File: src/rtl/hilo_retire_stage_if.sv
// hilo_retire_stage_if: ALU-side push bus and write-back-side pop bus of the retire stage.
interface hilo_retire_stage_if;
    logic        in_valid_i;
    logic        in_ready_o;
    logic [63:0] in_result_i;
    logic        in_zero_i;
    logic [2:0]  in_op_i;
    logic [4:0]  in_rd_i;
    logic        out_valid_o;
    logic        out_ready_i;
    logic [31:0] out_data_o;
    logic [4:0]  out_rd_o;
    logic        out_zero_o;
    logic        out_wb_en_o;

    modport master (
        output in_valid_i, in_result_i, in_zero_i, in_op_i, in_rd_i, out_ready_i,
        input  in_ready_o, out_valid_o, out_data_o, out_rd_o, out_zero_o, out_wb_en_o
    );
    modport slave (
        input  in_valid_i, in_result_i, in_zero_i, in_op_i, in_rd_i, out_ready_i,
        output in_ready_o, out_valid_o, out_data_o, out_rd_o, out_zero_o, out_wb_en_o
    );
endinterface

File: src/rtl/hilo_retire_stage.sv
// hilo_retire_stage: in-order result FIFO that commits HI/LO on retirement and forms the write-back value.
// Define HILO_PERF_CNT_EN to add the perf_retired_o retired-entry counter.
module hilo_retire_stage #(
    parameter int DEPTH = 2,
    parameter int CNT_W = 2
) (
    input  logic                    clk_i,
    input  logic                    rst_n_i,
    hilo_retire_stage_if.slave      bus,
    input  logic                    flush_i,
    output logic [31:0]             hi_o,
    output logic [31:0]             lo_o
`ifdef HILO_PERF_CNT_EN
    ,
    output logic [31:0]             perf_retired_o
`endif
);
    localparam int PW = (DEPTH > 1) ? $clog2(DEPTH) : 1;
    localparam logic [2:0] OP_WRHL = 3'd1;
    localparam logic [2:0] OP_MTHI = 3'd2;
    localparam logic [2:0] OP_MTLO = 3'd3;
    localparam logic [2:0] OP_MFHI = 3'd4;
    localparam logic [2:0] OP_MFLO = 3'd5;

    typedef struct packed {
        logic [63:0] result;
        logic        zero;
        logic [2:0]  op;
        logic [4:0]  rd;
    } entry_t;

    entry_t          mem_q [DEPTH];
    entry_t          head;
    logic [PW-1:0]   wr_ptr_q, wr_ptr_d, rd_ptr_q, rd_ptr_d;
    logic [CNT_W-1:0] count_q, count_d;
    logic [31:0]     hi_q, hi_d, lo_q, lo_d;
    logic            push, pop;

    assign head            = mem_q[rd_ptr_q];
    assign bus.in_ready_o  = count_q < CNT_W'(DEPTH);
    assign bus.out_valid_o = count_q != '0;
    assign push            = bus.in_valid_i & bus.in_ready_o & !flush_i;
    assign pop             = bus.out_valid_o & bus.out_ready_i & !flush_i;

    // Write-back view depends only on the head entry and committed HI/LO.
    assign bus.out_data_o  = head.op == OP_MFHI ? hi_q :
                             head.op == OP_MFLO ? lo_q : head.result[31:0];
    assign bus.out_rd_o    = head.rd;
    assign bus.out_zero_o  = head.zero;
    assign bus.out_wb_en_o = (head.op == 3'd0 || head.op >= OP_MFHI) && head.rd != 5'd0;
    assign hi_o            = hi_q;
    assign lo_o            = lo_q;

    always_comb begin
        count_d  = flush_i ? '0 : count_q + CNT_W'(push) - CNT_W'(pop);
        wr_ptr_d = flush_i ? '0 : wr_ptr_q + PW'(push);
        rd_ptr_d = flush_i ? '0 : rd_ptr_q + PW'(pop);
        hi_d     = pop && head.op == OP_WRHL ? head.result[63:32] :
                   pop && head.op == OP_MTHI ? head.result[31:0] : hi_q;
        lo_d     = pop && (head.op == OP_WRHL || head.op == OP_MTLO) ? head.result[31:0] : lo_q;
    end

    always_ff @(posedge clk_i or negedge rst_n_i) begin
        if (!rst_n_i) begin
            count_q  <= '0;
            wr_ptr_q <= '0;
            rd_ptr_q <= '0;
            hi_q     <= '0;
            lo_q     <= '0;
        end else begin
            count_q  <= count_d;
            wr_ptr_q <= wr_ptr_d;
            rd_ptr_q <= rd_ptr_d;
            hi_q     <= hi_d;
            lo_q     <= lo_d;
        end
    end

    always_ff @(posedge clk_i) begin
        if (push)
            mem_q[wr_ptr_q] <= '{bus.in_result_i, bus.in_zero_i, bus.in_op_i, bus.in_rd_i};
    end

`ifdef HILO_PERF_CNT_EN
    logic [31:0] perf_q;
    assign perf_retired_o = perf_q;
    always_ff @(posedge clk_i or negedge rst_n_i) begin
        if (!rst_n_i)
            perf_q <= '0;
        else if (pop)
            perf_q <= perf_q + 32'd1;
    end
`endif
endmodule

File: src/flat_wrapper.sv
// flat-port wrapper written by rule: the top's interface ports become plain ports
module hilo_retire_stage_flat 
#(
    parameter int DEPTH = 2,
    parameter int CNT_W = 2
)
  (clk_i, rst_n_i, flush_i, hi_o, lo_o, bus_in_valid_i, bus_in_result_i, bus_in_zero_i, bus_in_op_i, bus_in_rd_i, bus_out_ready_i, bus_in_ready_o, bus_out_valid_o, bus_out_data_o, bus_out_rd_o, bus_out_zero_o, bus_out_wb_en_o);
  hilo_retire_stage_if bus_i ();
  input  logic clk_i;
  input  logic rst_n_i;
  input  logic flush_i;
  output logic [31:0] hi_o;
  output logic [31:0] lo_o;
  input wire logic [$bits(bus_i.in_valid_i)-1:0] bus_in_valid_i;
  input wire logic [$bits(bus_i.in_result_i)-1:0] bus_in_result_i;
  input wire logic [$bits(bus_i.in_zero_i)-1:0] bus_in_zero_i;
  input wire logic [$bits(bus_i.in_op_i)-1:0] bus_in_op_i;
  input wire logic [$bits(bus_i.in_rd_i)-1:0] bus_in_rd_i;
  input wire logic [$bits(bus_i.out_ready_i)-1:0] bus_out_ready_i;
  output wire logic [$bits(bus_i.in_ready_o)-1:0] bus_in_ready_o;
  output wire logic [$bits(bus_i.out_valid_o)-1:0] bus_out_valid_o;
  output wire logic [$bits(bus_i.out_data_o)-1:0] bus_out_data_o;
  output wire logic [$bits(bus_i.out_rd_o)-1:0] bus_out_rd_o;
  output wire logic [$bits(bus_i.out_zero_o)-1:0] bus_out_zero_o;
  output wire logic [$bits(bus_i.out_wb_en_o)-1:0] bus_out_wb_en_o;
  assign bus_i.in_valid_i = bus_in_valid_i;
  assign bus_i.in_result_i = bus_in_result_i;
  assign bus_i.in_zero_i = bus_in_zero_i;
  assign bus_i.in_op_i = bus_in_op_i;
  assign bus_i.in_rd_i = bus_in_rd_i;
  assign bus_i.out_ready_i = bus_out_ready_i;
  assign bus_in_ready_o = bus_i.in_ready_o;
  assign bus_out_valid_o = bus_i.out_valid_o;
  assign bus_out_data_o = bus_i.out_data_o;
  assign bus_out_rd_o = bus_i.out_rd_o;
  assign bus_out_zero_o = bus_i.out_zero_o;
  assign bus_out_wb_en_o = bus_i.out_wb_en_o;
  hilo_retire_stage #(.DEPTH(DEPTH), .CNT_W(CNT_W)) u_core (.clk_i(clk_i), .rst_n_i(rst_n_i), .bus(bus_i), .flush_i(flush_i), .hi_o(hi_o), .lo_o(lo_o));
endmodule
File: config.mk
export PLATFORM = sky130hd
export DESIGN_NAME = hilo_retire_stage_flat
export DESIGN_NICKNAME = d
export VERILOG_FILES = /design/src/rtl/hilo_retire_stage_if.sv /design/src/rtl/hilo_retire_stage.sv /design/src/flat_wrapper.sv
export SDC_FILE = /design/constraint.sdc
export NUM_CORES = 1
export LEC_CHECK = 0
export CORE_ASPECT_RATIO = 1.5
export CORE_UTILIZATION = 50
export CTS_CLUSTER_DIAMETER = 100
export CTS_CLUSTER_SIZE = 10
export DETAILED_ROUTE_END_ITERATION = 12
export HOLD_SLACK_MARGIN = 0.03
export PLACE_DENSITY = 0.78
export SLEW_MARGIN = 20
export SYNTH_ARGS = -nofsm -noshare
export SYNTH_HDL_FRONTEND = slang
export SYNTH_SLANG_ARGS = --single-unit
File: constraint.sdc
create_clock -name clk_i -period 5 [get_ports clk_i]
set_clock_uncertainty 0.15 [all_clocks]
set_input_delay 1 -clock clk_i [delete_from_list [all_inputs] [get_ports clk_i]]
set_output_delay 1 -clock clk_i [all_outputs]
set_load 0.01 [all_outputs]
==> reports/results.txt <==
Largest net degree at the start of global routing = 84
Setup TNS = 0 ns
WL/cell = 21.2 um
R2r endpoint = u_core.hi_o[11]$_DFFE_PN0P_
Post-route antenna net violation count = 0
CP Max Fanout = 19
Via Count = 6227
CTS tree = done
Post-synthesis sequential area ratio = 65.8%
WL final = 22600 um
Resized cells post-CTS = 0
FF-to-FF path depth = 6
Worst-margin pin slew = 1.14 ns
Avg Inst Size Synth = 13.9 um2
Crit path capture type = output pin
Via-to-Cell Ratio = 5.86
Area contributors post-synth = edfxtp_1 47%, dfrtp_1 18%, o21ai_0 5.0%
Inst Count DP = 1017
Post-CTS setup buffer count = 0
Clock transition at path regs = 0.05 ns
Hold Crit Start = u_core.lo_o[12]$_DFFE_PN0P_
CTS Root Cell = clkbuf_16
Grt total ovfl = 0
Sink Count = 214
Post-synthesis cell count = 665
Startpoint types = flop
Status = finished, final reports clean
VDD IR max = 0.000358 V
Tcrit/Tclk final = 87.4%
PD cells = 480 mW/mm2
Leading register cell type out of synthesis = edfxtp_1
Flops & latches, synth = 214
Die W = 113 um
Post-synth cell types = 33
Layout cells sized above 1 = 14.0%
Initial DRC count = 327
Htree depth = 1
Max_slew headroom = 24.1%
Leak = 4.16 nW
Dpl hpwl = 14300 um
TritonRoute pass-1 iters = 6
Nets = 909
Unrepaired setup endpoints after global routing = no
Clock Tree Buf Depth = 3
Routability-driven placement congestion ratio = 0.778
Hold path endpoint = u_core.lo_o[12]$_DFFE_PN0P_
Post-synth EDFFs = 146
Rows = 60
Fmax = 0.229 GHz
Core Region = 0.0180 mm2
Post-route insts no fill = 1063
Io pins = 183
Critical path class = reg -> out
Total GRT Usage = 24.1%
Crit path DAT = 3.22 ns
Synth Warn # = 0
Commonest cells in the netlist = 146 x edfxtp_1, 93 x o21ai_0, 68 x dfrtp_1
Async SR Flop Fraction = 31.8%
Yosys top cell by area = edfxtp_1
Post-synth top area share = 47.4%
Starting Density = 51.3%
RR Startpoint = u_core.rd_ptr_q$_DFF_PN0_
Hold buffer count at cts = 0
Num CTS Buffers = 25
R2R setup slack = 1.44 ns
Most frequent cell after synthesis = edfxtp_1
Final slew viol count = 0
Initial antenna violation count = 1
DRC errors left = 0
Crit path time final = 4.37 ns
Die Ht = 169 um
Post-synth net total = 747
Later-pin clock latency in the skew report = 0.50 ns
Cell Area, Synth = 0.00925 mm2
Final Hold Viols = 0
Critical Path RT = 3.85 ns
DIE AREA = 0.0191 mm2
Global-route wire length before repair = 35600 um
Max-cap viol count = 0
Final setup fails = 0
Port Buffers = 182
Synth-to-layout area growth = 29.0%
Vias in the first global route = 6675
WHS Path Cells = 2
Min-delay worst type = reg -> reg
[flip-flops by register name (all words and copies together), names as in the netlist]
register,count
u_core.hi_o,32
u_core.wr_ptr_q,1
u_core.lo_o,32
u_core.mem_q,146
u_core.count_q,2
u_core.rd_ptr_q,1
[routing by layer]
| layer | up-vias | wire (um) | global-route usage (%) |
|---|---|---|---|
| met4 | 0 | 753 | 11.3 |
| met1 | 3115 | 8550 | 28.0 |
| met3 | 44 | 1080 | 3.40 |
| met2 | 234 | 12200 | 43.8 |
| li1 | 2834 | - | - |
| met5 | - | 0 | 0 |
[kinds of logic (layout without fill, tap and decap cells)]
group	count (synthesis)	count (layout)	synth area share, %
muxes	74	74	8.76
adders and majority gates	4	4	0.541
DFF	214	214	65.8
AOI/OAI and AO/OA	196	196	15.7
and+or+nand+nor	110	110	5.59
other	0	1	0
xor gates and xnor gates	4	4	0.379
buffers and inverters	63	243	3.22
[layout by cell type (no fill, tap or decap), types with 4 or more instances in the layout]
| master | instances |
|---|---|
| mux2_2 | 39 |
| nor2b_1 | 33 |
| nor2_1 | 6 |
| mux2i_1 | 32 |
| nand2_1 | 65 |
| clkbuf_1 | 19 |
| buf_4 | 10 |
| inv_1 | 5 |
| o21ai_0 | 93 |
| edfxtp_1 | 146 |
| dfrtp_1 | 67 |
| clkbuf_16 | 25 |
| o21ai_1 | 4 |
| o31ai_1 | 32 |
| a2111oi_2 | 30 |
| a21boi_0 | 32 |
| clkdlybuf4s50_1 | 181 |
[area by class of cell]
cell class / instances / area, um2
clock buffer: 44 / 697
clock inverter: 1 / 8.76
tap: 217 / 272
sequential: 214 / 6090
inverter: 5 / 18.8
antenna: 1 / 2.50
timing repair buffer: 193 / 1930
fill: 1345 / 6080
multi-input combinational: 388 / 2920
[critical path, cell delays in order (launching register included)]
cell and delay (ns):
dfrtp_4 0.50, mux2i_4 0.70, buf_4 0.45, mux2_2 0.38, nand2_1 0.06, o21ai_0 0.09
clkdlybuf4s50_1 0.52
[through the flow]
| stage | utilization [%] | hold WS (ns) | instance area, um2 | setup slack, ns | power [W] |
|---|---|---|---|---|---|
| finish | 66.2 | 0.355 | 11900 | 0.632 | 0.00573 |
| global route | 66.2 | 0.390 | 11900 | 0.429 | 0.00600 |
| CTS | 66.2 | 0.358 | 11900 | 0.607 | 0.00577 |
| detailed placement | 62.3 | 0.346 | 11200 | 1.13 | 0.00419 |
| global placement | 62.3 | 0.332 | 11200 | 1.20 | 0.00412 |
| floorplan | - | 0.377 | 9250 | 1.09 | 0.00325 |
[report_power, final]
part	leakage, nW	switching [W]	internal (W)
Clock	0.335	0.000641	0.000935
Sequential	2.22	0.000208	0.00219
Combinational	1.60	0.000854	0.000898
[how the worst max path moves through the flow]
stage	cells past startpoint	end	startpoint	slack, ns
CTS	6	bus_out_data_o[5]	u_core.rd_ptr_q$_DFF_PN0_	0.61
floorplan	3	u_core.mem_q[1][0]$_DFFE_PP_	flush_i	1.09
finish	6	bus_out_data_o[5]	u_core.rd_ptr_q$_DFF_PN0_	0.63
global route	6	bus_out_data_o[6]	u_core.rd_ptr_q$_DFF_PN0_	0.43
global placement	6	bus_out_data_o[16]	u_core.rd_ptr_q$_DFF_PN0_	1.20
detailed placement	6	bus_out_data_o[5]	u_core.rd_ptr_q$_DFF_PN0_	1.13
(Power assumes the default switching activity.)
